### src/rtl/cv32e40x_txn_tracker.sv
// Outstanding-transaction tracker between the core LSU and the alignment checker.
// Counts in-flight requests, keeps their write/read tags in order, and flags stray responses.
module cv32e40x_txn_tracker #(
  parameter int unsigned DEPTH = 2
) (
  input  logic                       clk,
  input  logic                       rst,
  input  logic                       core_trans_valid_i,
  input  logic                       core_trans_we_i,
  output logic                       core_trans_ready_o,
  output logic                       down_trans_valid_o,
  input  logic                       down_trans_ready_i,
  input  logic                       resp_valid_i,
  output logic                       resp_valid_o,
  output logic                       resp_we_o,
  output logic [$clog2(DEPTH+1)-1:0] cnt_o,
  output logic                       one_txn_pend_n_o,
  output logic                       full_o,
  output logic                       resp_err_o
);

  localparam int unsigned CNT_W = $clog2(DEPTH + 1);
  localparam int unsigned PTR_W = (DEPTH > 1) ? $clog2(DEPTH) : 1;

  logic [CNT_W-1:0] r_cnt;
  logic [PTR_W-1:0] r_wr_ptr;
  logic [PTR_W-1:0] r_rd_ptr;
  logic             r_tags [DEPTH];

  logic             w_full;
  logic             w_empty;
  logic             w_accept;
  logic             w_retire;
  logic [CNT_W-1:0] w_cnt_n;

  // Pointers wrap explicitly so non-power-of-two depths never index past the tag store.
  function automatic logic [PTR_W-1:0] ptr_inc(input logic [PTR_W-1:0] ptr);
    return (ptr == PTR_W'(DEPTH - 1)) ? '0 : ptr + PTR_W'(1);
  endfunction

  assign w_full   = (r_cnt == CNT_W'(DEPTH));
  assign w_empty  = (r_cnt == '0);
  assign w_accept = core_trans_valid_i && down_trans_ready_i && !w_full;
  assign w_retire = resp_valid_i && !w_empty;

  // A response in the same cycle as an accept only ever retires an older entry.
  always_comb begin
    // NOTE: default first so every path assigns w_cnt_n; otherwise a latch is inferred.
    w_cnt_n = r_cnt;
    if (rst) begin
      w_cnt_n = '0;
    end else if (w_accept && !w_retire) begin
      w_cnt_n = r_cnt + CNT_W'(1);
    end else if (!w_accept && w_retire) begin
      w_cnt_n = r_cnt - CNT_W'(1);
    end
  end

  always_ff @(posedge clk) begin
    if (rst) begin
      r_cnt    <= '0;
      r_wr_ptr <= '0;
      r_rd_ptr <= '0;
      // NOTE: the tag store is cleared on reset so stale tags can never reach resp_we_o.
      for (int i = 0; i < int'(DEPTH); i++) begin
        r_tags[i] <= 1'b0;
      end
    end else begin
      // NOTE: non-blocking assignments keep every register sampling pre-edge values.
      r_cnt <= w_cnt_n;
      if (w_accept) begin
        r_tags[r_wr_ptr] <= core_trans_we_i;
        r_wr_ptr         <= ptr_inc(r_wr_ptr);
      end
      if (w_retire) begin
        r_rd_ptr <= ptr_inc(r_rd_ptr);
      end
    end
  end

  assign core_trans_ready_o = down_trans_ready_i && !w_full;
  assign down_trans_valid_o = core_trans_valid_i && !w_full;
  assign resp_valid_o       = resp_valid_i;
  assign resp_we_o          = w_empty ? 1'b0 : r_tags[r_rd_ptr];
  assign resp_err_o         = resp_valid_i && w_empty;
  assign cnt_o              = r_cnt;
  assign full_o             = w_full;
  assign one_txn_pend_n_o   = (w_cnt_n == CNT_W'(1));

endmodule

### config.mk
export PLATFORM = sky130hd
export DESIGN_NAME = cv32e40x_txn_tracker
export DESIGN_NICKNAME = d
export VERILOG_FILES = /design/src/rtl/cv32e40x_txn_tracker.sv
export SDC_FILE = /design/constraint.sdc
export NUM_CORES = 1
export LEC_CHECK = 0
export ABC_AREA = 1
export CORE_UTILIZATION = 30
export DETAILED_ROUTE_END_ITERATION = 10
export GPL_ROUTABILITY_DRIVEN = 0
export HOLD_SLACK_MARGIN = 0.05
export PLACE_DENSITY = 0.57
export SLEW_MARGIN = 40
export SYNTH_ARGS = -nofsm -noshare
export SYNTH_HDL_FRONTEND = slang
export SYNTH_SLANG_ARGS = --single-unit
export TNS_END_PERCENT = 50
### constraint.sdc
create_clock -name clk -period 1.93 [get_ports clk]
set_input_delay 0.386 -clock clk [delete_from_list [all_inputs] [get_ports clk]]
set_output_delay 0.386 -clock clk [all_outputs]
set_load 0.05 [all_outputs]
==> results.cfg <==
[status]
outcome = completed

[cts]
cts_tree = built
cts_sinks = 7
cts_buffer_depth = 2
clockRootBuffer = clkbuf_4
cts_made_buffers = 3
clk_pin_slew_worst_paths_ns = 0.05
clk_latency_ns = 0.25
htree_num_levels = 1

[yosys]
synthAdderAreaFrac_pct = 6.173
synth_top_area_share_pct = 24.69
synth-compound-area-share_pct = 6.173
syn-num-nets = 64
ys_seq_elements = 7
synth_xor_area_share_pct = 2.160
ys_warn_count = 0
synthSimpleGateAreaFrac_pct = 31.17
yosys-top-cells-area = dfxtp_1, edfxtp_1, inv_1
synth_cell_types = 17
synth_cells = 56
synth_top_family_by_area = simple AND/OR/NAND/NOR gates
yosysTopAreaCell = dfxtp_1
muxShareOfSynthArea_pct = 0
syn_avg_cell_area_um2 = 7.239
ys_seq_area_share_pct = 39.51
syn_area_um2 = 405.4

[critical_path]
crit_fanout = 4
cp.required_ns = 1.54
crit_slowest_cell = dfxtp_4
crit_family = simple AND/OR/NAND/NOR gates
crit_buf_inv = 3
critPathKind = reg2out
crit_chain = inv_2, ha_4, inv_2, nand2_2, nand2_4, nand2_2, nand2_1, nand3_2, nor2_4, buf_12
cp.arrival_ns = 1.53
critPathLaunchType = register
critical-path-max-stage-delay_ns = 0.37
setup.worst_path.end_class = output port

[timing]
final.setup_skew_ns = 0.0008227
fmax_mhz = 521.3
hold_viol_final = 0
relSlewSlack_pct = 67.12
rsz0062_at_grt = true
fin_crit_ns = 1.918
finalCritPeriodShare_pct = 99.39
drv_slew = 0
worst_pin_slew_ns = 0.4916
setup_viol = 0

[power]
switchingPower_w = 0.0005055
power_density_nw_per_um2 = 1367
irDropWorstVdd_mv = 0.8106
p_sw_share_pct = 43.27
p_comb_share_pct = 69.7
clkPwrFrac_pct = 11.2
internal_power_w = 0.0006629
total_power_w = 0.001168
p_seq_share_pct = 19.1
p_leak_nw = 0.4155

[hold_path]
hold_class = reg2reg

[drt]
vias_per_cell = 4.375
remaining_drc_errors = 0
wl_met1_um = 411
ant_nets = 0
dr.pass1.iters = 4
wirelength_um = 964
first_iter_violations = 7
top_layer_used = met3
num_vias = 455
wl_met2_um = 484
avgRoutedWirePerCell_um = 9.269
wl_met3_um = 68

[final_layout]
areaGrowthSynthToFinish_pct = 110.8
insertedDiodeCount = 0
finalInstanceArea_um2 = 854.6
drive_gt1_share_pct = 53.33
final_nets = 99
fillers = 93
fin_util_pct = 72.05

[global_route]
grt_pass1_vias = 440
antenna_found_initial = 0
track_usage_pct = 16.09
grt.overflow.total = 0
grt_pass1_wl_um = 1635
grt_max_degree = 6

[placement]
post_dp_cell_area_um2 = 696.9
place_hpwl_um = 671.5
port_buffers = 14

[die]
fp.dieW_um = 38.76
placementRows = 12
core_area_um2 = 1186
start_util_pct = 34.18
die_area_um2 = 1502
die_y_um = 38.76
pin_count = 15

[flow_run]
drv_cap = 0
worst paths after layout:
| kind | from | end | slack, ns | cells past startpoint |
|---|---|---|---|---|
| hold / removal | r_rd_ptr | r_rd_ptr | 0.50 | 2 |
| setup reg to reg | cnt_o[0] | r_tags[0] | 0.22 | 11 |
| setup / recovery | cnt_o[1] | one_txn_pend_n_o | 0.01 | 10 |
| hold reg to reg | r_rd_ptr | r_rd_ptr | 0.50 | 2 |
area by class of cell:
| type | instances | area [um^2] | share of cell area (%) |
|---|---|---|---|
| well taps | 14 | 17.52 | 2.050 |
| clock buffers | 4 | 26.28 | 3.075 |
| multi-input cells | 34 | 254.0 | 29.72 |
| repair buffers | 31 | 334.1 | 39.09 |
| flip-flops and latches | 7 | 167.7 | 19.62 |
| inverters | 14 | 55.05 | 6.442 |
cells in the mapped netlist:
cell type  count
a21oi_1        3
buf_4          1
dfxtp_1        5
edfxtp_1       2
ha_1           2
inv_1         13
inv_2          1
nand2_1       11
nand2_2        2
nand3_1        2
nand3_2        2
nor2_1         5
nor2_2         2
nor3_1         1
nor4_1         1
o21ai_0        2
xor2_1         1
metrics by stage:
step	worst slack, ns	std cells	TNS [ns]	hold slack, ns
floorplan	0.01865	56	0	0.4477
global route	-0.07294	104	-0.07294	0.5178
finish	0.01180	104	0	0.5044
detailed placement	-0.1108	89	-0.1108	0.5008
CTS	0.0003795	102	0	0.5127
global placement	-0.09873	89	-0.09873	0.4875
cells in the final DEF (no fill, tap or decap), drive strengths merged:
cell           synthesis  final
buf                    1     24
inv                   14     14
nand2                 13     13
nor2                   7      7
dfxtp                  5      5
clkdlybuf4s50          0      4
clkbuf                 0      4
nand3                  4      4
dlygate4sd2            0      3
a21oi                  3      3
o21ai                  2      2
ha                     2      2
edfxtp                 2      2
nor4                   1      1
nor3                   1      1
xor2                   1      1
worst register-to-register path: stages (launching register included):
cell and delay (ns):
dfxtp_4 0.35, inv_4 0.08, ha_4 0.16, nor2_2 0.05, buf_4 0.12, buf_4 0.12, buf_4 0.12, buf_4 0.12
buf_4 0.12, buf_4 0.12, nand2_1 0.07, nand2_1 0.06
power groups by stage:
stage | combinational (W) | sequential [W] | clock [W]
2_1_floorplan | 0.000343 | 0.000262 | 0
3_3_place_gp | 0.000661 | 0.000219 | 0
3_5_place_dp | 0.000668 | 0.000219 | 0
4_1_cts | 0.000766 | 0.000226 | 0.000135
5_1_grt | 0.000872 | 0.000228 | 0.000141
6_report | 0.000814 | 0.000223 | 0.000131
what timing repair did:
item | 4_1_cts | 5_1_grt
endpoints found under the setup margin | 1 | 1
resized for setup | 12 | 7
hold buffers | 0 | 0
pin swaps | 8 | 6
setup buffers | 9 | 2
logic make-up after synthesis:
kind of cell | count (synthesis)
AO/OA/AOI/OAI | 5
XOR/XNOR | 1
adder cells (fa/ha/maj) | 2
buffers and inverters | 15
flip-flops | 7
AND/OR/NAND/NOR | 26
routing by layer:
layer  vias to the layer above  global-route usage (%)
met5                         -                       0
met4                         0                       0
met2                        16                   30.83
met3                         0                   6.936
li1                        237                       -
met1                       202                   16.90
No activity file was read; power rests on OpenSTA's default activity.
